File: src/rtl/switch_encoder_16x4.sv
// switch_encoder_16x4
// Turns a 16-bit switch / one-hot bank into a 4-bit code (index of the highest
// set bit). SW is synchronized, debounced, and each newly stable value is
// reported once on a valid/ready output.
//
// Handshake: valid rises with a fresh code/multi/none and then holds them
// stable. A result is consumed at a rising edge where valid && ready. valid
// never falls without that acceptance, except on reset.
//
// state_dbg exposes the controller state (0 = IDLE, 1 = SETTLE, 2 = HOLD).
module switch_encoder_16x4 #(
   parameter int DEBOUNCE = 4
) (
   input  logic        clk,
   input  logic        rst,
   input  logic [15:0] SW,
   input  logic        enable,
   input  logic        ready,
   output logic [3:0]  code,
   output logic        valid,
   output logic        multi,
   output logic        none,
   output logic [1:0]  state_dbg
);

   localparam int CNT_W = $clog2(DEBOUNCE + 1);
   localparam logic [CNT_W-1:0] CNT_LAST = CNT_W'(DEBOUNCE - 1);

   typedef enum logic [1:0] {
      IDLE   = 2'd0,
      SETTLE = 2'd1,
      HOLD   = 2'd2
   } state_t;

   state_t           state, state_n;
   logic [15:0]      s1, s2;
   logic [15:0]      committed, committed_n;
   logic [15:0]      cand, cand_n;
   logic [CNT_W-1:0] cnt, cnt_n;
   logic [3:0]       code_n;
   logic             valid_n, multi_n, none_n;

   // Highest set bit wins; an all-zero value encodes as 0.
   function automatic logic [3:0] top_index(input logic [15:0] v);
      logic [3:0] idx;
      idx = '0;
      for (int i = 0; i < 16; i++) begin
         if (v[i]) idx = 4'(i);
      end
      return idx;
   endfunction

   // Clearing the lowest set bit leaves something only when two or more were set.
   function automatic logic many_bits(input logic [15:0] v);
      return (v & (v - 16'd1)) != 16'd0;
   endfunction

   assign state_dbg = state;

   // Two-flop synchronizer; only s2 is used by the debounce logic.
   always_ff @(posedge clk) begin
      if (rst) begin
         s1 <= '0;
         s2 <= '0;
      end else begin
         s1 <= SW;
         s2 <= s1;
      end
   end

   // Next-state, debounce bookkeeping and registered encoder results.
   always_comb begin
      state_n     = state;
      committed_n = committed;
      cand_n      = cand;
      cnt_n       = cnt;
      code_n      = code;
      valid_n     = valid;
      multi_n     = multi;
      none_n      = none;
      case (state)
         IDLE: begin
            if (enable && (s2 != committed)) begin
               state_n = SETTLE;
               cand_n  = s2;
               cnt_n   = '0;
            end
         end
         SETTLE: begin
            if (!enable) begin
               // Abort the debounce; the last accepted value stays committed.
               state_n = IDLE;
               cnt_n   = '0;
            end else if (s2 != cand) begin
               // Input moved again: restart the stability count on the new value.
               cand_n = s2;
               cnt_n  = '0;
            end else if (cnt == CNT_LAST) begin
               // Stable long enough, even if it equals the previous committed value.
               state_n     = HOLD;
               committed_n = cand;
               valid_n     = 1'b1;
               code_n      = top_index(cand);
               multi_n     = many_bits(cand);
               none_n      = (cand == 16'd0);
            end else begin
               cnt_n = cnt + 1'b1;
            end
         end
         HOLD: begin
            // Outputs frozen until the consumer takes them; SW and enable are ignored.
            if (valid && ready) begin
               state_n = IDLE;
               valid_n = 1'b0;
            end
         end
         default: begin
            state_n = IDLE;
            valid_n = 1'b0;
         end
      endcase
   end

   // Controller and output registers; reset overrides every other event.
   always_ff @(posedge clk) begin
      if (rst) begin
         state     <= IDLE;
         committed <= '0;
         cand      <= '0;
         cnt       <= '0;
         code      <= '0;
         valid     <= 1'b0;
         multi     <= 1'b0;
         none      <= 1'b0;
      end else begin
         state     <= state_n;
         committed <= committed_n;
         cand      <= cand_n;
         cnt       <= cnt_n;
         code      <= code_n;
         valid     <= valid_n;
         multi     <= multi_n;
         none      <= none_n;
      end
   end

endmodule

File: config.mk
export PLATFORM = sky130hd
export DESIGN_NAME = switch_encoder_16x4
export DESIGN_NICKNAME = d
export VERILOG_FILES = /design/src/rtl/switch_encoder_16x4.sv
export SDC_FILE = /design/constraint.sdc
export NUM_CORES = 1
export LEC_CHECK = 0
export CORE_MARGIN = 3
export CORE_UTILIZATION = 36
export CTS_BUF_LIST = sky130_fd_sc_hd__clkbuf_4
export DETAILED_ROUTE_END_ITERATION = 6
export HOLD_SLACK_MARGIN = 0.15
export PLACE_DENSITY_LB_ADDON = 0.25
export SLEW_MARGIN = 30
export SYNTH_ARGS = -nofsm -noshare
export SYNTH_HDL_FRONTEND = slang
export SYNTH_SLANG_ARGS = --single-unit
File: constraint.sdc
create_clock -name clk -period 5.9 [get_ports clk]
set_clock_uncertainty 0.05 [all_clocks]
set_input_delay 0.59 -clock clk [delete_from_list [all_inputs] [get_ports clk]]
set_output_delay 0.59 -clock clk [all_outputs]
set_load 0.03 [all_outputs]
; ---- Yosys cells after proc, flatten, opt, wreduce, memory -nomap -nowiden
; Cells that the tools add are included.
[word_totals]
regBits = 76
inputBits = 20
out_inout_bits = 9
elab_cells = 75
[op_classes]
add_sub_neg = 2
eq_ne = 14
muxes = 35
n_bitwise = 3
n_reduce_logical = 11
[op_table]
columns = op, n
row1 = two-way mux 4 bit, 14
row2 = two-way mux 16 bit, 3
row3 = inequality test 16 bit, 2
row4 = case mux 16 bit (2 select lines), 1
row5 = bitwise AND 16 bit, 1
row6 = logical NOT 16 bit, 1
row7 = nonzero test 16 bit, 1
row8 = "subtractor 16 x 1 -> 16 bit, second input constant", 1
row9 = two-way mux 3 bit, 4
row10 = "inequality test 2 bit, second input constant", 6
row11 = AND reduction 4 bit, 3
row12 = two-way mux 2 bit, 5
row13 = "inequality test 3 bit, second input constant", 2
row14 = case mux 2 bit (3 select lines), 1
row15 = case mux 3 bit (2 select lines), 1
row16 = two-way mux 1 bit, 5
row17 = AND reduction 5 bit, 1
row18 = "inequality test 4 bit, second input constant", 1
row19 = "adder 3 x 1 -> 3 bit, second input constant", 1
row20 = "equality test 3 x 2 -> 1 bit, second input constant", 1
row21 = case mux 1 bit (3 select lines), 1
row22 = AND reduction 3 bit, 1
row23 = "equality test 2 x 1 -> 1 bit, second input constant", 1
row24 = "equality test 2 bit, second input constant", 1
row25 = 4 further kinds, 6

; ---- Longest topological paths before layout
[logic_depth]
ltp_word = 15
depth_mapped = 9
depth_no_buf = 6

; ---- Worst setup path after synthesis
; OpenSTA, ideal clock, no wires.
[synth_path]
path_type = flip-flop to flip-flop
from = reg cand[5]
to = reg committed[5]
setup_time_ns = 0.130
arrival_time_ns = 1.792
required_time_ns = 5.720
slack_ns = 3.928
path_stages_with_launch = 10
n_path_buf = 3
period_less_slack_ns = 1.972
cell_sequence = dfxtp_1 -> buf_6 -> xnor2_1 -> nand4_1 -> nor4_2 -> and3b_1 -> buf_6 -> buf_12 -> mux2i_1 -> nor2_1
[synth_between]
elab_chain_len = 3
[synth_rtl]
columns = item, line
row1 = "start, declared", 38  ; logic [15:0] cand, cand_n;
row2 = "start signal, assigned", 138  ; cand <= cand_n;
row3 = inequality test 16 bit, 94  ; end else if (s2 != cand) begin
row4 = inverter 1 bit (no line), n/a
row5 = AND reduction 4 bit (no line), n/a
row6 = "end signal, assigned", 137  ; committed <= committed_n;
row7 = "end, declared", 37  ; logic [15:0] committed, committed_n;
; Several ways; a longest one is shown, not always the timed one.
; A chain may end at the register's enable or synchronous reset.

; ---- Worst setup path in the final report
[layout_path]
from = reg cand[1]
to = reg multi
[layout_between]
elab_chain_len = 3
word_cells_on_any_way = 6
classes_between = add/sub (1) / eq/ne (1) / bitwise (2) / reduce/logical (2)
[layout_rtl]
columns = item, line
row1 = subtractor 16 x 1 -> 16 bit or inequality test 16 bit (tied branches), "55, 94"
row2 = bitwise AND 16 bit or inverter 1 bit (tied branches), n/a
row3 = nonzero test 16 bit or AND reduction 4 bit (tied branches), n/a
row4 = "end signal, assigned", 142  ; multi <= multi_n;
row5 = "end, declared", 21  ; output logic multi,
; Several ways; a longest one is shown, not always the timed one.

==> flow_summary.ini <==
[layout]
syn_to_final_growth_pct = 10.7
num_antenna_cells = 0
regArea_um2 = 1520
multiInputGateArea_um2 = 1650
fillers = 898
nNetsFinal = 383
final_util = 0.419
layout-drive-gt1-share = 0.0792

[floorplanning]
dieWidth_um = 103
ios = 29
dieArea_um2 = 10600
start_util = 0.379
rows = 34
die_y_um = 103
core_um2 = 8930

[worst_setup_path]
crit_path_end_kind = flip-flop
r2r_cells = 7
path_class = flip-flop to flip-flop
cp-start-kind = flip-flop
critPathLaunch = cand[1]
crit_arrival_ns = 2.83
cp_max_fo = 28
critical_path_required_ns = 6.12
r2r_start = cand[1]

[global_routing]
top_usage_layer = met1
met2_usage = 0.179
grt.total_usage = 0.127
grtUsageMet3 = 0.0447
grt_pass1_wl_mm = 10.3
gr-usage-met1 = 0.181
antenna_found_initial = 0
grt_pass1_vias = 2032
grt_start_max_net_pins = 94
gr-total-overflow = 0

[clock_network]
clock-sinks = 76
cts_tree = yes
cts-hold-fix-buffers = 0
ctsResizeCount = 0
cts_buffers = 9
cts_root_buf = clkbuf_4
clk-insertion-delay-late_ns = 0.42
clkSlewWorstSetupHoldPaths_ns = 0.13
postCtsSetupBuffers = 0
htreeDepth = 3
clockBufferDepth = 2

[synth]
ys_seq_area_frac = 0.450
synth.top_cell.area_share = 0.450
syn_inst = 344
synth-main-ff-cell = dfxtp_1
synth-seq-cells = 76
ys_warn_count = 0
synth_area_leaders = dfxtp_1 (45%), mux2i_1 (9.8%), nor2b_1 (6.5%)
synth_nets = 366
ys_types = 42
avgSynthCellArea_um2 = 9.84
synth_top_area_cell = dfxtp_1
syn-cell-area_um2 = 3380
synth_edf_count = 0
synthArstFlopShare = 0

[pwr]
p_sw_frac = 0.271
pwr-share-clk = 0.305
p_int_w = 0.000660
switching_power_w = 0.000245
leakage_nw = 1.40
powerDensity_nw_per_um2 = 242
power_frac_seq = 0.599
comb_power_share = 0.096
vdd_drop_max_mv = 0.160

[sta]
fin_ws_ns = 3.29
min_period_over_period = 0.442
worst_pin_slew_ns = 0.828
finalSetupViolCount = 0
slew_violations = 0
fin_setup_tns_ns = 0
fin_crit_ns = 2.61
fmax_mhz = 384
relSlewSlack = 0.448
hold_viol = 0
rsz0062_at_grt = no

[routing]
drcViolationCount = 0
vias_per_cell = 4.78
vias = 2267
wl_mm = 6.22
drt_iter0_drc = 90
first_pass_iters = 4
wl_per_cell_um = 13.1
ant_nets = 0

[hold_path]
min_path_cells = 1
min-delay-path-class = flip-flop to flip-flop
min_from = s1[1]

[flow_run]
max_cap_viol_count = 0

[placed_design]
io_buffer_count = 28
gp_congestion = 0.821
dp_hpwl_mm = 4.24
dp_slack_ns = 3.25

[status]
status = complete, no violations
==> Yosys cell counts (2+ instances only) <==
master     n
a211oi_2   2
a21oi_1   10
and2_1     2
buf_12     2
buf_2      7
buf_6      6
clkbuf_1   8
dfxtp_1   76
ha_1       2
inv_1      5
mux2_2     3
mux2i_1   33
nand2_1    3
nand2b_1  34
nand3_1    2
nand4_1    5
nor2_1    35
nor2b_1   35
nor3_1     7
nor4_1     9
o21ai_0    4
o21bai_1   2
o31ai_1    2
or2b_1     2
xnor2_1   16
xor2_1    16
==> routing by layer <==
metal / vias up / share of wire
met5: - / 0
met4: 0 / 0.015
met3: 11 / 0.055
met2: 52 / 0.43
met1: 1032 / 0.50
li1: 1172 / -
==> worst paths after layout <==
| check | to | slack, ns |
|---|---|---|
| worst max-delay path | multi | 3.29 |
| worst min-delay path | s2[1] | 0.40 |
| worst max register to register | multi | 3.29 |
| worst min register to register | s2[1] | 0.40 |
==> critical path: stages, from the launching register on <==
cell and delay [ns]:
dfxtp_1 0.52, xnor2_1 0.18, nand4_1 0.17, nor4_2 0.47, and3b_1 0.25, buf_4 0.39
nor4b_1 0.35, nor3_1 0.07
==> cells in the final DEF (no fill, tap or decap), types with 4 or more instances in the layout <==
| cell | synthesis | routed |
|---|---|---|
| a21oi_1 | 10 | 10 |
| clkbuf_4 | 0 | 9 |
| clkdlybuf4s50_1 | 0 | 27 |
| dfxtp_1 | 76 | 76 |
| inv_1 | 5 | 5 |
| mux2i_1 | 33 | 33 |
| nand2b_1 | 34 | 34 |
| nand4_1 | 5 | 5 |
| nor2_1 | 35 | 35 |
| nor2b_1 | 35 | 35 |
| nor3_1 | 7 | 7 |
| nor4_1 | 9 | 9 |
| o21ai_0 | 4 | 4 |
| xnor2_1 | 16 | 16 |
| xor2_1 | 16 | 16 |
==> stage by stage <==
step	hold slack (ns)	cell area, um2	instances	power, W
2_1_floorplan	0.364	3380	344	0.000614
3_3_place_gp	0.368	3630	458	0.000641
3_5_place_dp	0.371	3630	458	0.000641
4_1_cts	0.403	3750	474	0.000917
5_1_grt	0.409	3750	474	0.000949
6_report	0.395	3750	474	0.000905
==> logic make-up after synthesis <==
family          Yosys count  synth area share
compound gates           26            0.0518
xor+xnor                 32            0.0828
fa+ha+maj                 3            0.0104
buf+inv                  30            0.0617
flops                    76             0.450
mux                      36             0.108
simple gates            141             0.236
==> power groups by stage <==
stage	Combinational [W]	Sequential, W	Clock, W
after global routing	0.0000964	0.000544	0.000308
final	0.0000870	0.000542	0.000276
after floorplan	0.0000674	0.000546	0
after CTS	0.0000883	0.000542	0.000287
after global placement	0.0000876	0.000553	0
after detailed placement	0.0000880	0.000553	0
==> sequential cells by signal, summed over array words and instances, names as in the netlist <==
register   cells
multi          1
cnt            3
cand          16
s2            16
committed     16
code           4
state_dbg      2
valid          1
s1            16
none           1
==> final cells by class <==
class / count / area share
sequential: 76 / 0.406
inverter: 5 / 0.00501
multi-input combinational: 238 / 0.442
timing repair buffer: 31 / 0.0795
clock inverter: 7 / 0.0137
clock buffer: 9 / 0.0180
tap: 108 / 0.0361
Power figures use the tool's default switching activity.
